--- src/rtl/i2c_target_resp.sv ---
// I2C target: oversampled SCL/SDA, START/STOP detection, 7-bit address match, byte write/read.
// Optional glitch filter on both lines when I2C_TGT_GLITCH_FILTER_EN is defined.
module i2c_target_resp #(
  parameter logic [6:0] TGT_ADDR = 7'h50,
  parameter int         FILT_LEN = 4
) (
  input  logic       CLK,
  input  logic       rst_n,
  input  logic       scl_i,
  input  logic       sda_i,
  output logic       sda_t,
  output logic [7:0] wr_data,
  output logic       wr_valid,
  output logic       rd_req,
  input  logic [7:0] rd_data,
  output logic       busy,
  output logic       nack_seen
);

  typedef enum logic [2:0] {
    IDLE, ADDR, ADDR_ACK, WR_DATA, WR_ACK, RD_DATA, RD_ACK, IGNORE
  } state_t;

  if (FILT_LEN < 2 || FILT_LEN > 15) begin : g_filt_len_check
    $error("FILT_LEN must be in 2..15");
  end

  logic [1:0] scl_sync, sda_sync;
  logic       scl_s, sda_s;
  logic       scl_d, sda_d;
  logic       scl_rise, scl_fall, start_det, stop_det;

  // Stage: two-flop synchronizers; idle bus level is high
  always_ff @(posedge CLK or negedge rst_n) begin
    if (!rst_n) begin
      scl_sync <= 2'b11;
      sda_sync <= 2'b11;
    end else begin
      scl_sync <= {scl_sync[0], scl_i};
      sda_sync <= {sda_sync[0], sda_i};
    end
  end

`ifdef I2C_TGT_GLITCH_FILTER_EN
  localparam logic [3:0] FILT_LAST = 4'(FILT_LEN - 1);
  logic [3:0] scl_cnt, sda_cnt;
  logic       scl_f, sda_f;

  // Stage: a line follows its input only after FILT_LEN consecutive differing samples
  always_ff @(posedge CLK or negedge rst_n) begin
    if (!rst_n) begin
      scl_cnt <= '0;
      sda_cnt <= '0;
      scl_f   <= 1'b1;
      sda_f   <= 1'b1;
    end else begin
      if (scl_sync[1] == scl_f) begin
        scl_cnt <= '0;
      end else if (scl_cnt == FILT_LAST) begin
        scl_f   <= scl_sync[1];
        scl_cnt <= '0;
      end else begin
        scl_cnt <= scl_cnt + 4'd1;
      end
      if (sda_sync[1] == sda_f) begin
        sda_cnt <= '0;
      end else if (sda_cnt == FILT_LAST) begin
        sda_f   <= sda_sync[1];
        sda_cnt <= '0;
      end else begin
        sda_cnt <= sda_cnt + 4'd1;
      end
    end
  end

  assign scl_s = scl_f;
  assign sda_s = sda_f;
`else
  assign scl_s = scl_sync[1];
  assign sda_s = sda_sync[1];
`endif

  // Stage: delayed copies for edge and bus-condition detection
  always_ff @(posedge CLK or negedge rst_n) begin
    if (!rst_n) begin
      scl_d <= 1'b1;
      sda_d <= 1'b1;
    end else begin
      scl_d <= scl_s;
      sda_d <= sda_s;
    end
  end

  assign scl_rise  =  scl_s & ~scl_d;
  assign scl_fall  = ~scl_s &  scl_d;
  assign start_det =  scl_s &  scl_d &  sda_d & ~sda_s;
  assign stop_det  =  scl_s &  scl_d & ~sda_d &  sda_s;

  state_t     state, state_nxt;
  logic [2:0] bit_cnt, bit_cnt_nxt;
  logic       ack_on, ack_on_nxt;
  logic       rw, rw_nxt;
  logic       lead, lead_nxt;
  logic       rd_req_d1;
  logic [6:0] rx_sh, rx_sh_nxt;
  logic [7:0] tx_byte;
  logic       sda_t_nxt, busy_nxt;
  logic [7:0] wr_data_nxt;
  logic       wr_valid_nxt, rd_req_nxt, nack_seen_nxt;

  // Stage: control and output registers
  always_ff @(posedge CLK or negedge rst_n) begin
    if (!rst_n) begin
      state     <= IDLE;
      bit_cnt   <= '0;
      ack_on    <= 1'b0;
      rw        <= 1'b0;
      lead      <= 1'b0;
      rd_req_d1 <= 1'b0;
      sda_t     <= 1'b1;
      busy      <= 1'b0;
      wr_data   <= '0;
      wr_valid  <= 1'b0;
      rd_req    <= 1'b0;
      nack_seen <= 1'b0;
    end else begin
      state     <= state_nxt;
      bit_cnt   <= bit_cnt_nxt;
      ack_on    <= ack_on_nxt;
      rw        <= rw_nxt;
      lead      <= lead_nxt;
      rd_req_d1 <= rd_req;
      sda_t     <= sda_t_nxt;
      busy      <= busy_nxt;
      wr_data   <= wr_data_nxt;
      wr_valid  <= wr_valid_nxt;
      rd_req    <= rd_req_nxt;
      nack_seen <= nack_seen_nxt;
    end
  end

  // Stage: shift data; the read byte is captured two cycles after rd_req
  always_ff @(posedge CLK) begin
    rx_sh <= rx_sh_nxt;
    if (rd_req_d1) tx_byte <= rd_data;
  end

  always_comb begin
    state_nxt     = state;
    bit_cnt_nxt   = bit_cnt;
    ack_on_nxt    = ack_on;
    rw_nxt        = rw;
    lead_nxt      = lead;
    rx_sh_nxt     = rx_sh;
    sda_t_nxt     = sda_t;
    busy_nxt      = busy;
    wr_data_nxt   = wr_data;
    wr_valid_nxt  = 1'b0;
    rd_req_nxt    = 1'b0;
    nack_seen_nxt = 1'b0;

    if (start_det) begin
      state_nxt   = ADDR;
      bit_cnt_nxt = '0;
      ack_on_nxt  = 1'b0;
      lead_nxt    = 1'b0;
      sda_t_nxt   = 1'b1;
    end else if (stop_det) begin
      state_nxt   = IDLE;
      bit_cnt_nxt = '0;
      ack_on_nxt  = 1'b0;
      lead_nxt    = 1'b0;
      sda_t_nxt   = 1'b1;
      busy_nxt    = 1'b0;
    end else begin
      unique case (state)
        IDLE: sda_t_nxt = 1'b1;
        ADDR: begin
          if (scl_rise) begin
            rx_sh_nxt   = {rx_sh[5:0], sda_s};
            bit_cnt_nxt = bit_cnt + 3'd1;
            if (bit_cnt == 3'd7) begin
              if (rx_sh == TGT_ADDR) begin
                state_nxt  = ADDR_ACK;
                busy_nxt   = 1'b1;
                rw_nxt     = sda_s;
                ack_on_nxt = 1'b0;
              end else begin
                state_nxt = IGNORE;
                busy_nxt  = 1'b0;
              end
            end
          end
        end
        ADDR_ACK: begin
          if (scl_fall) begin
            if (!ack_on) begin
              // Request the first read byte as the ACK starts so it is ready for bit 7
              sda_t_nxt  = 1'b0;
              ack_on_nxt = 1'b1;
              rd_req_nxt = rw;
            end else begin
              ack_on_nxt  = 1'b0;
              bit_cnt_nxt = '0;
              lead_nxt    = 1'b0;
              if (rw) begin
                state_nxt = RD_DATA;
                sda_t_nxt = tx_byte[7];
              end else begin
                state_nxt = WR_DATA;
                sda_t_nxt = 1'b1;
              end
            end
          end
        end
        WR_DATA: begin
          if (scl_rise) begin
            rx_sh_nxt   = {rx_sh[5:0], sda_s};
            bit_cnt_nxt = bit_cnt + 3'd1;
            if (bit_cnt == 3'd7) begin
              wr_data_nxt  = {rx_sh, sda_s};
              wr_valid_nxt = 1'b1;
              state_nxt    = WR_ACK;
              ack_on_nxt   = 1'b0;
            end
          end
        end
        WR_ACK: begin
          if (scl_fall) begin
            if (!ack_on) begin
              sda_t_nxt  = 1'b0;
              ack_on_nxt = 1'b1;
            end else begin
              sda_t_nxt  = 1'b1;
              ack_on_nxt = 1'b0;
              state_nxt  = WR_DATA;
            end
          end
        end
        RD_DATA: begin
          if (scl_fall) begin
            if (lead) begin
              sda_t_nxt = tx_byte[7];
              lead_nxt  = 1'b0;
            end else if (bit_cnt == 3'd7) begin
              sda_t_nxt   = 1'b1;
              bit_cnt_nxt = '0;
              state_nxt   = RD_ACK;
            end else begin
              sda_t_nxt   = tx_byte[3'd6 - bit_cnt];
              bit_cnt_nxt = bit_cnt + 3'd1;
            end
          end
        end
        RD_ACK: begin
          if (scl_rise) begin
            if (!sda_s) begin
              rd_req_nxt  = 1'b1;
              state_nxt   = RD_DATA;
              lead_nxt    = 1'b1;
              bit_cnt_nxt = '0;
            end else begin
              nack_seen_nxt = 1'b1;
              state_nxt     = IGNORE;
              busy_nxt      = 1'b0;
            end
          end
        end
        IGNORE: begin
          sda_t_nxt = 1'b1;
          busy_nxt  = 1'b0;
        end
        default: state_nxt = IDLE;
      endcase
    end
  end

endmodule

--- config.mk ---
export PLATFORM = sky130hd
export DESIGN_NAME = i2c_target_resp
export DESIGN_NICKNAME = d
export VERILOG_FILES = /design/src/rtl/i2c_target_resp.sv
export SDC_FILE = /design/constraint.sdc
export NUM_CORES = 1
export LEC_CHECK = 0
export CAP_MARGIN = 40
export CORE_ASPECT_RATIO = 0.7
export CORE_UTILIZATION = 45
export DETAILED_ROUTE_END_ITERATION = 8
export GPL_ROUTABILITY_DRIVEN = 0
export PLACE_DENSITY = 0.69
export SLEW_MARGIN = 20
export SYNTH_ARGS = -nofsm -noshare
export SYNTH_HDL_FRONTEND = slang
export SYNTH_SLANG_ARGS = --single-unit
--- constraint.sdc ---
create_clock -name CLK -period 3.2 [get_ports CLK]
set_clock_uncertainty 0.2 [all_clocks]
set_input_delay 0.64 -clock CLK [delete_from_list [all_inputs] [get_ports CLK]]
set_output_delay 0.64 -clock CLK [all_outputs]
set_load 0.005 [all_outputs]
* Yosys cells after proc, flatten, opt, wreduce, memory -nomap -nowiden
Index checks and enable logic that the tools add are counted.
** Operators by class
- $add $sub $neg :: 2
- Order comparisons :: 1
- Eq/ne operators :: 29
- Multiplexer cells :: 84
- Bitwise logic cells :: 13
- Reductions and logical operators :: 19
** Operator list (number)
- two-way mux 3 bit :: 26
- inequality test 4 bit (second input constant) :: 14
- two-way mux 1 bit :: 49
- one-hot mux 3 bit (6 select lines) :: 1
- AND reduction 6 bit :: 3
- == test 3 bit (second input constant) :: 5
- AND reduction 13 bit :: 1
- inequality test 3 bit (second input constant) :: 4
- one-hot mux 3 bit (4 select lines) :: 1
- nonzero test 6 bit :: 2
- nonzero test 5 bit :: 2
- one-hot mux 1 bit (3 select lines) :: 3
- inequality test 4 x 1 -> 1 bit (second input constant) :: 2
- AND reduction 4 bit :: 2
- AND reduction 8 bit :: 1
- nonzero test 8 bit :: 1
- AND 1 bit :: 7
- == test 7 bit (second input constant) :: 1
- AND reduction 7 bit :: 1
- == test 3 x 2 -> 1 bit (second input constant) :: 2
- inverter 1 bit :: 6
- OR reduction 2 bit :: 3
- AND reduction 5 bit :: 1
- < comparator 3 x 4 -> 1 bit (second input constant) :: 1
- other kinds (9) :: 9
** Word-level totals
- Register bits :: 44
- Bits of input ports :: 12

* Longest topological paths before layout
Gate-level depths: netlist (run 1).
- Depth after elaboration :: 9
- Gate-level depth with buffers :: 7

* Worst setup path before layout (run 1)
Ideal clock, no wire load.
- Path kind :: register -> register
- From :: reg bit_cnt[0]
- To :: reg state[0]
- Setup time :: 0.125 ns
- Arrival time :: 1.891 ns
- Required time :: 2.875 ns
- Setup slack :: 0.985 ns
- Stages on the path, launching flop included :: 8
- Path buffers :: 0
- Cell sequence :: dfrtp_1 -> ha_1 -> ha_1 -> nor2b_1 -> o21ai_0 -> a2111o_1 -> a21oi_2 -> mux2_2
** Between the ends
- Longest elaborated chain between the ends :: 3
- Elaborated cells on any way between the ends :: 5
- Classes of those cells :: eq/ne (4); reduce/logical (1)
** RTL lines
- start, declared :: RTL line 100 : logic [2:0] bit_cnt, bit_cnt_nxt;
- start signal, assigned :: RTL line 128 : bit_cnt <= bit_cnt_nxt;
- == test 3 bit (*) :: RTL line 182, 220, 245
- inequality test 4 bit (no source line)
- AND reduction 13 bit (no source line) (*)
- end signal, assigned :: RTL line 127 : state <= state_nxt;
- end, declared :: RTL line 99 : state_t state, state_nxt;
Every way passes the cells marked *; elsewhere a longest branch is shown, timed or not.
A chain may end at the register's enable or synchronous reset.

* Worst setup path after layout (run 1)
- From :: reg bit_cnt[0]
- To :: reg sda_t
** Between the ends
- Longest elaborated chain between the ends :: 9
- Elaborated cells on any way between the ends :: 10
- Classes of those cells :: add/sub (1); eq/ne (1); mux (8)
** RTL lines
- subtractor 3 bit :: RTL line 250 : sda_t_nxt = tx_byte[3'd6 - bit_cnt];
- binary-select mux 1 bit (select 3 bit) :: RTL line 250
- two-way mux 1 bit (not written as such) :: RTL line 250
- two-way mux 1 bit (*) :: RTL line 245 : end else if (bit_cnt == 3'd7) begin
- two-way mux 1 bit (*) :: RTL line 242 : if (lead) begin
- two-way mux 1 bit (*) :: RTL line 241 : if (scl_fall) begin
- one-hot mux 1 bit (4 select lines) (*) :: RTL line 176 : unique case (state)
- two-way mux 1 bit (*) :: RTL line 168 : end else if (stop_det) begin
- two-way mux 1 bit (*) :: RTL line 162 : if (start_det) begin
- end signal, assigned :: RTL line 133 : sda_t <= sda_t_nxt;
- end, declared :: RTL line 11 : output logic sda_t,
Every way passes the cells marked *; elsewhere a longest branch is shown, timed or not. The select of a mux whose other input is x is not followed.

==> results of run 1 <==
[sequential cells by signal (all words and copies together), names as in the netlist, 2 cells and up]
signal,cells
rx_sh,7
scl_sync,2
tx_byte,8
bit_cnt,3
sda_sync,2
state,3
wr_data,8
[where the power goes]
part           switching [mW]  leakage (nW)  internal, mW
Clock                   0.183        0.0552         0.232
Combinational           0.294         0.437         0.258
Sequential              0.136         0.503         0.652
Total                   0.613         0.994          1.14
[critical path: cells and delay by family (launching register included)]
family          cells  cell delay, ns
compound gates      2            0.56
fa+ha+maj           1            0.40
flops               1            0.47
mux                 3            0.86
[worst max-delay path by stage]
stage,startpoint,endpoint,slack (ns),cells after the start
floorplan,bit_cnt[0],state[0],0.98,7
global placement,bit_cnt[0],sda_t,0.79,6
detailed placement,bit_cnt[0],sda_t,0.65,6
CTS,bit_cnt[0],sda_t,0.65,6
global route,bit_cnt[0],sda_t,0.51,6
finish,bit_cnt[0],sda_t,0.62,6
[metal layers]
layer / global-route usage / wire, um / vias to the layer above
met5: 0 / 0 / -
met1: 0.2987 / 2107 / 793
met2: 0.2811 / 1893 / 110
li1: - / - / 734
met3: 0.05939 / 493 / 13
met4: 0.08717 / 95 / 0
[final cells by class]
class | instances | share of cell area
Clock buffer | 6 | 0.02863
Clock inverter | 2 | 0.01382
Inverter | 5 | 0.007404
Multi-Input combinational cell | 127 | 0.3549
Sequential cell | 44 | 0.4674
Tap cell | 55 | 0.02715
Timing Repair Buffer | 26 | 0.1007
[through the flow]
stage / util / area, um2 / setup slack [ns] / instances
floorplan: - / 2157 / 0.9846 / 186
global placement: 0.5419 / 2427 / 0.7905 / 257
detailed placement: 0.5419 / 2427 / 0.6550 / 257
CTS: 0.5659 / 2535 / 0.6463 / 265
global route: 0.5659 / 2535 / 0.5121 / 265
finish: 0.5659 / 2535 / 0.6202 / 265
[cell families (layout without fill, tap and decap cells)]
| family | after synthesis | after routing | share of synthesized area |
|---|---|---|---|
| multiplexers | 14 | 14 | 0.08237 |
| AND/OR/NAND/NOR | 62 | 62 | 0.1613 |
| AO/OA/AOI/OAI | 46 | 46 | 0.1479 |
| flip-flops | 44 | 44 | 0.5493 |
| adder cells (fa/ha/maj) | 3 | 3 | 0.01740 |
| buffers and inverters | 15 | 39 | 0.03364 |
| XOR/XNOR | 2 | 2 | 0.008122 |
[Yosys cell counts (2+ instances only)]
cell type  count
and3_1         2
ha_1           3
nor2b_1        3
xnor2_1        2
dfrtp_1       22
mux4_2         2
clkbuf_1       4
inv_1          5
buf_2          4
mux2i_1        2
a21boi_0       2
or2_2          2
nor4_1         2
o21ai_0       13
edfxtp_1      15
nor3_1         3
nand4_1        3
nand2_1       14
nand2b_1       7
a31oi_1        2
mux2_2        10
o2bb2ai_1      3
nor2_1        13
nor3b_1        2
a2bb2oi_1      2
dfstp_2        7
a21oi_1        9
==> flow_summary.ini, run 1 <==
[status]
status = finished with violations
violations = DRC

[cts]
clk_pin_slew_worst_paths_ns = 0.08
ctsHtreeMaxLevel = 2
clock_path_buffers = 2
hold_buffers = 0
cts-buffers-inserted = 5
postCtsResizedCells = 0
clkSinkCount = 44
clk_latency_ns = 0.30
root_buffer = clkbuf_8
post-cts-setup-buffer-count = 0
cts_tree = yes

[yosys]
yosys.area.top_type = dfrtp_1
async_flop_share = 0.6591
synth_area_leaders = dfrtp_1 (26%), edfxtp_1 (21%), dfstp_2 (8.5%), mux2_2 (5.2%), o21ai_0 (3.0%)
post_synth_inst_count = 186
yosys_warnings = 0
ys.flop_type = dfrtp_1
yosysSeqAreaShare = 0.5493
syn-cell-area_mm2 = 0.002157
synth_edf_count = 15
synth_cell_types = 55
yosys.area.top_type_share = 0.2552
synth_fp_nets = 201
yosys_register_bits = 44
syn_avg_cell_area_um2 = 11.60

[route]
vias_per_cell = 6.226
post_drt_wl_per_cell_um = 17.32
drc = 1
antenna_left = 0
drt_wl_total_mm = 4.590
first_pass_iters = 9
drt_iter0_drc = 298
vias = 1650

[global_route]
antenna_found_initial = 0
overflow = 0
grtUsageTotal = 0.2037
grt_max_degree = 30
grt_pass1_vias = 1513
grt_first_pass_wirelength_mm = 7.645

[sta]
fmax_mhz = 387.6
slew_headroom = 0.5290
rsz0062_at_grt = false
setup_viol = 0
slew_viol_final = 0
tightestPinTransition_ns = 0.7065
fin_crit_sh = 0.8062
fin_crit_ns = 2.580
final_hold_viol_count = 0
hold_slack_ns = 0.1652
fin_setup_tns_ns = 0

[cells_and_area]
multi_input_area_um2 = 899.6
syn2layout_area_growth_pct = 17.52
nFillCells = 356
diodes = 0
fin_nets = 224
drive_gt1_frac = 0.1714
final_common_cell = clkdlybuf4s50_1
layout.area.seq_mm2 = 0.001185
final_cell_mix = clkdlybuf4s50_1 (24), dfrtp_1 (22), edfxtp_1 (15), nand2_1 (14)

[critical_path]
cp-end-kind = register
crit_slowest_cell = mux4_2
critPathMaxStageDelay_ns = 0.52
crit_arrival_ns = 2.58
cp_max_fo = 6
worstPathRequired_ns = 3.20
critical_path.most_common_cell = mux2i_1
crit_type = register to register
reg2reg_to = sda_t
cp-start-kind = register
path_cells = ha_1 -> mux4_2 -> mux2i_1 -> a221oi_1 -> a2111oi_0 -> mux2i_1
rr_startpoint = bit_cnt[0]
r2r_cells = 6
r2r_slack_ns = 0.62

[min_path]
hold_end = sda_sync[1]
min-delay-start = sda_sync[0]
min_path_cells = 0
min_path_type = register to register

[placed_design]
dp_hpwl_mm = 3.274
port_buffers = 24

[floorplan]
die_w_um = 84.75
io_pins = 25
core_area_mm2 = 0.004479
start_util = 0.4816
die_height_um = 59.93
dieArea_mm2 = 0.005079
row_count = 20

[pwr]
leakagePower_nw = 0.9944
power_mw = 1.755
p_per_area_mw_per_mm2 = 692.3
irDropWorstVdd_uv = 357.7

[run]
maxCapViolCount = 0
Note: power is estimated with default switching activity, not from simulation.
==> run 2: changes to the inputs <==
Clock period 3.2 ns to 2.6 ns, I/O delays scaled along.
==> flow_summary.ini, run 2 (synthesized netlist as in run 1, its figures left out) <==
[cts]
clk_pin_slew_worst_paths_ns = 0.09
clk_latency_ns = 0.31
postCtsResizedCells = 0
post-cts-setup-buffer-count = 0
root_buffer = clkbuf_8
cts_tree = yes
cts-buffers-inserted = 5
ctsHtreeMaxLevel = 2
clock_path_buffers = 2
hold_buffers = 0
clkSinkCount = 44

[sta]
fin_setup_tns_ns = 0
fin_ws_ns = 0.1519
slew_headroom = 0.5793
final_hold_viol_count = 0
fin_crit_ns = 2.448
fin_crit_sh = 0.9416
fmax_mhz = 408.5
setup_viol = 0
rsz0062_at_grt = false
slew_viol_final = 0
tightestPinTransition_ns = 0.6311

[critical_path]
cp-start-kind = register
crit_slowest_cell = dfrtp_1
worstPathRequired_ns = 2.59
critPathMaxStageDelay_ns = 0.47
crit_arrival_ns = 2.44
critical_path.most_common_cell = ha_1
path_cells = ha_1 -> ha_1 -> nor2b_1 -> o21ai_0 -> a2111o_1 -> a21oi_2 -> mux2_2
cp-end-kind = register
cp_max_fo = 6
crit_type = register to register

[route]
first_pass_iters = 7
post_drt_wl_per_cell_um = 17.97
vias_per_cell = 6.116
drc = 0
drt_wl_total_mm = 4.817
antenna_left = 0
drt_iter0_drc = 226
vias = 1639

[pwr]
leakagePower_nw = 1.008
irDropWorstVdd_uv = 362.1
p_per_area_mw_per_mm2 = 864.9

[global_route]
grt_pass1_vias = 1584
grtUsageTotal = 0.2210
overflow = 0
grt_max_degree = 30
grt_first_pass_wirelength_mm = 8.245
antenna_found_initial = 0

[floorplan]
start_util = 0.4816
die_height_um = 59.93
dieArea_mm2 = 0.005079
die_w_um = 84.75
io_pins = 25
core_area_mm2 = 0.004479
row_count = 20

[placed_design]
post-place-ws_ns = 0.1844
dp_hpwl_mm = 3.425
port_buffers = 24

[cells_and_area]
final_common_cell = clkdlybuf4s50_1
drive_gt1_frac = 0.1878
fin_nets = 227
largestRegisters = tx_byte: 8 flops, wr_data: 8 flops, rx_sh: 7 flops
diodes = 0
syn2layout_area_growth_pct = 18.91
final_cell_mix = clkdlybuf4s50_1 (24), dfrtp_1 (22), edfxtp_1 (15), nand2_1 (14)

[run]
maxCapViolCount = 0

[min_path]
min_path_type = register to register

[status]
status = completed
[run 2: per-stage QoR]
| step | hold WS [ns] | util | total power [mW] | cell area [um2] | instances |
|---|---|---|---|---|---|
| 5_1_grt | 0.1715 | 0.5726 | 2.357 | 2565 | 268 |
| 3_3_place_gp | 0.1464 | 0.5469 | 1.645 | 2450 | 260 |
| 4_1_cts | 0.1661 | 0.5726 | 2.217 | 2565 | 268 |
| 6_report | 0.1607 | 0.5726 | 2.218 | 2565 | 268 |
| 2_1_floorplan | 0.02441 | - | 1.450 | 2157 | 186 |
| 3_5_place_dp | 0.1536 | 0.5469 | 1.674 | 2450 | 260 |
[run 2: critical path: cells and delay by family, from the launching register on]
| kind | cells | cell delay [ns] |
|---|---|---|
| AOI/OAI and AO/OA | 3 | 0.73 |
| DFF | 1 | 0.47 |
| adders and majority gates | 2 | 0.44 |
| muxes | 1 | 0.35 |
| and+or+nand+nor | 1 | 0.14 |
[run 2: worst paths after layout]
check                                 start           to  slack (ns)  cells past startpoint
worst max-delay path             bit_cnt[0]     state[1]        0.15                      7
worst min register to register  sda_sync[0]  sda_sync[1]        0.16                      0
worst max register to register   bit_cnt[0]     state[1]        0.15                      7
worst min-delay path            sda_sync[0]  sda_sync[1]        0.16                      0
min in group asynchronous             rst_n   bit_cnt[0]        0.39                      2
max in group asynchronous             rst_n        scl_d        1.49                      2
[run 2: power breakdown]
group          switching, mW  internal [mW]  leakage (nW)
registers              0.172          0.803         0.503
clock network          0.244          0.289        0.0548
logic                  0.369          0.340         0.451
[run 2: area by class of cell]
type | instances | area, um2
clock inverters | 3 | 46.29
repair buffers | 29 | 277.8
multi-input cells | 127 | 899.6
fillers | 355 | 1914
flip-flops and latches | 44 | 1185
inverters | 5 | 18.77
well taps | 55 | 68.82
clock buffers | 5 | 68.82
[run 2: layer usage]
metal  track usage  up-vias  share of wire
met4       0.08717        0          0.020
met1        0.3145      788           0.46
met5             0        -              0
met2        0.3066      100           0.41
met3       0.08149        9           0.11
li1              -      742              -
==> run 3: changes to the inputs <==
Settings changed: ABC_CLOCK_PERIOD_IN_PS from default to 2600, PLACE_DENSITY 0.69 to 0.66.
==> flow_summary.ini, run 3 (synthesized netlist as in run 1, its figures left out) <==
[cells_and_area]
nFillCells = 373
diodes = 0
final_common_cell = clkdlybuf4s50_1
largestRegisters = tx_byte: 8 flops, wr_data: 8 flops, rx_sh: 7 flops
layout.area.seq_mm2 = 0.001186
multi_input_area_um2 = 899.6
drive_gt1_frac = 0.1925
final_cell_mix = clkdlybuf4s50_1 (24), dfrtp_1 (21), edfxtp_1 (15), nand2_1 (14)
syn2layout_area_growth_pct = 18.16
fin_nets = 227
final_util = 0.5690

[critical_path]
crit_arrival_ns = 2.48
crit_path_end = sda_t
reg2reg_to = sda_t
cp-end-kind = register
cp-startpoint = bit_cnt[0]
rr_startpoint = bit_cnt[0]
cp-start-kind = register
crit_type = register to register
worstPathRequired_ns = 2.60
cp_max_fo = 6
r2r_cells = 6
r2r_slack_ns = 0.12

[global_route]
grt_pass1_vias = 1511
antenna_found_initial = 0
overflow = 0
grt_first_pass_wirelength_mm = 7.907
grtUsageTotal = 0.2095
grt_max_degree = 30

[cts]
post-cts-setup-buffer-count = 0
cts_tree = yes
clkSinkCount = 44
root_buffer = clkbuf_8
clock_path_buffers = 2
clk_pin_slew_worst_paths_ns = 0.09
clk_latency_ns = 0.30
ctsHtreeMaxLevel = 2
cts-buffers-inserted = 5

[run]
maxCapViolCount = 0

[pwr]
leakagePower_nw = 0.9952
p_per_area_mw_per_mm2 = 841.6
power_mw = 2.145
irDropWorstVdd_uv = 424.5

[route]
antenna_left = 0
post_drt_wl_per_cell_um = 18.29
drc = 0
vias = 1628
vias_per_cell = 6.075
first_pass_iters = 5
drt_iter0_drc = 190
drt_wl_total_mm = 4.903

[sta]
setup_viol = 0
fin_crit_sh = 0.9528
tightestPinTransition_ns = 0.6320
final_hold_viol_count = 0
fin_crit_ns = 2.477
rsz0062_at_grt = false
fin_ws_ns = 0.1226
slew_viol_final = 0
slew_headroom = 0.5771
fmax_mhz = 403.6
fin_setup_tns_ns = 0

[floorplan]
core_area_mm2 = 0.004479
io_pins = 25
start_util = 0.4816
die_w_um = 84.75
die_height_um = 59.93
dieArea_mm2 = 0.005079
row_count = 20

[min_path]
min_path_type = register to register
min_path_cells = 0

[placed_design]
port_buffers = 24
dp_hpwl_mm = 3.473
post-place-ws_ns = 0.1321

[status]
status = completed
[run 3: cell count changes in the layout (fill, tap and decap cells not counted), sizes merged]
cell,change
bufinv,-1
clkbuf,+1
clkinvlp,+1
inv,-1
[run 3: power breakdown]
part / switching [mW] / internal, mW / leakage (nW)
logic: 0.375 / 0.340 / 0.451
registers: 0.167 / 0.804 / 0.501
clock network: 0.244 / 0.215 / 0.0434
[run 3: through the flow]
stage	instances	area, um2	hold slack, ns
final	268	2549	0.1583
after global routing	268	2549	0.1675
after CTS	268	2547	0.1583
after detailed placement	260	2450	0.1485
after global placement	260	2450	0.1459
after floorplan	186	2157	0.02441
[run 3: how the worst min path moves through the flow]
stage | startpoint | end | slack, ns
floorplan | rst_n | ack_on | 0.02
global placement | scl_sync[0] | scl_sync[1] | 0.15
detailed placement | scl_sync[0] | scl_sync[1] | 0.15
CTS | scl_sync[0] | scl_sync[1] | 0.16
global route | sda_sync[0] | sda_sync[1] | 0.17
finish | scl_sync[0] | scl_sync[1] | 0.16
[run 3: per-layer routing]
layer,track usage,part of all wire,wire length (um)
met1,0.3207,0.47,2313
met2,0.2892,0.43,2125
met3,0.05110,0.085,416
met4,0.07264,0.0098,48
met5,0,0,0
[run 3: cell type report]
| cell class | instances | share of cell area |
|---|---|---|
| Sequential cell | 44 | 0.4654 |
| Multi-Input combinational cell | 127 | 0.3530 |
| Timing Repair Buffer | 29 | 0.1090 |
| Clock buffer | 6 | 0.03240 |
| Tap cell | 55 | 0.02700 |
| Inverter | 5 | 0.007364 |
| Clock inverter | 2 | 0.005891 |
[run 3: worst max-delay path, stage by stage, from the launching register on]
cell and delay (ns):
dfrtp_2 0.46, ha_1 0.36, mux4_2 0.50, mux2i_1 0.14
a221oi_1 0.09, a2111oi_0 0.45, mux2i_1 0.17
[run 3: repair_timing]
| item | CTS | global route |
|---|---|---|
| resized for setup | 0 | 1 |
| setup endpoints to repair | 0 | 2 |
| hold buffers | 0 | 0 |
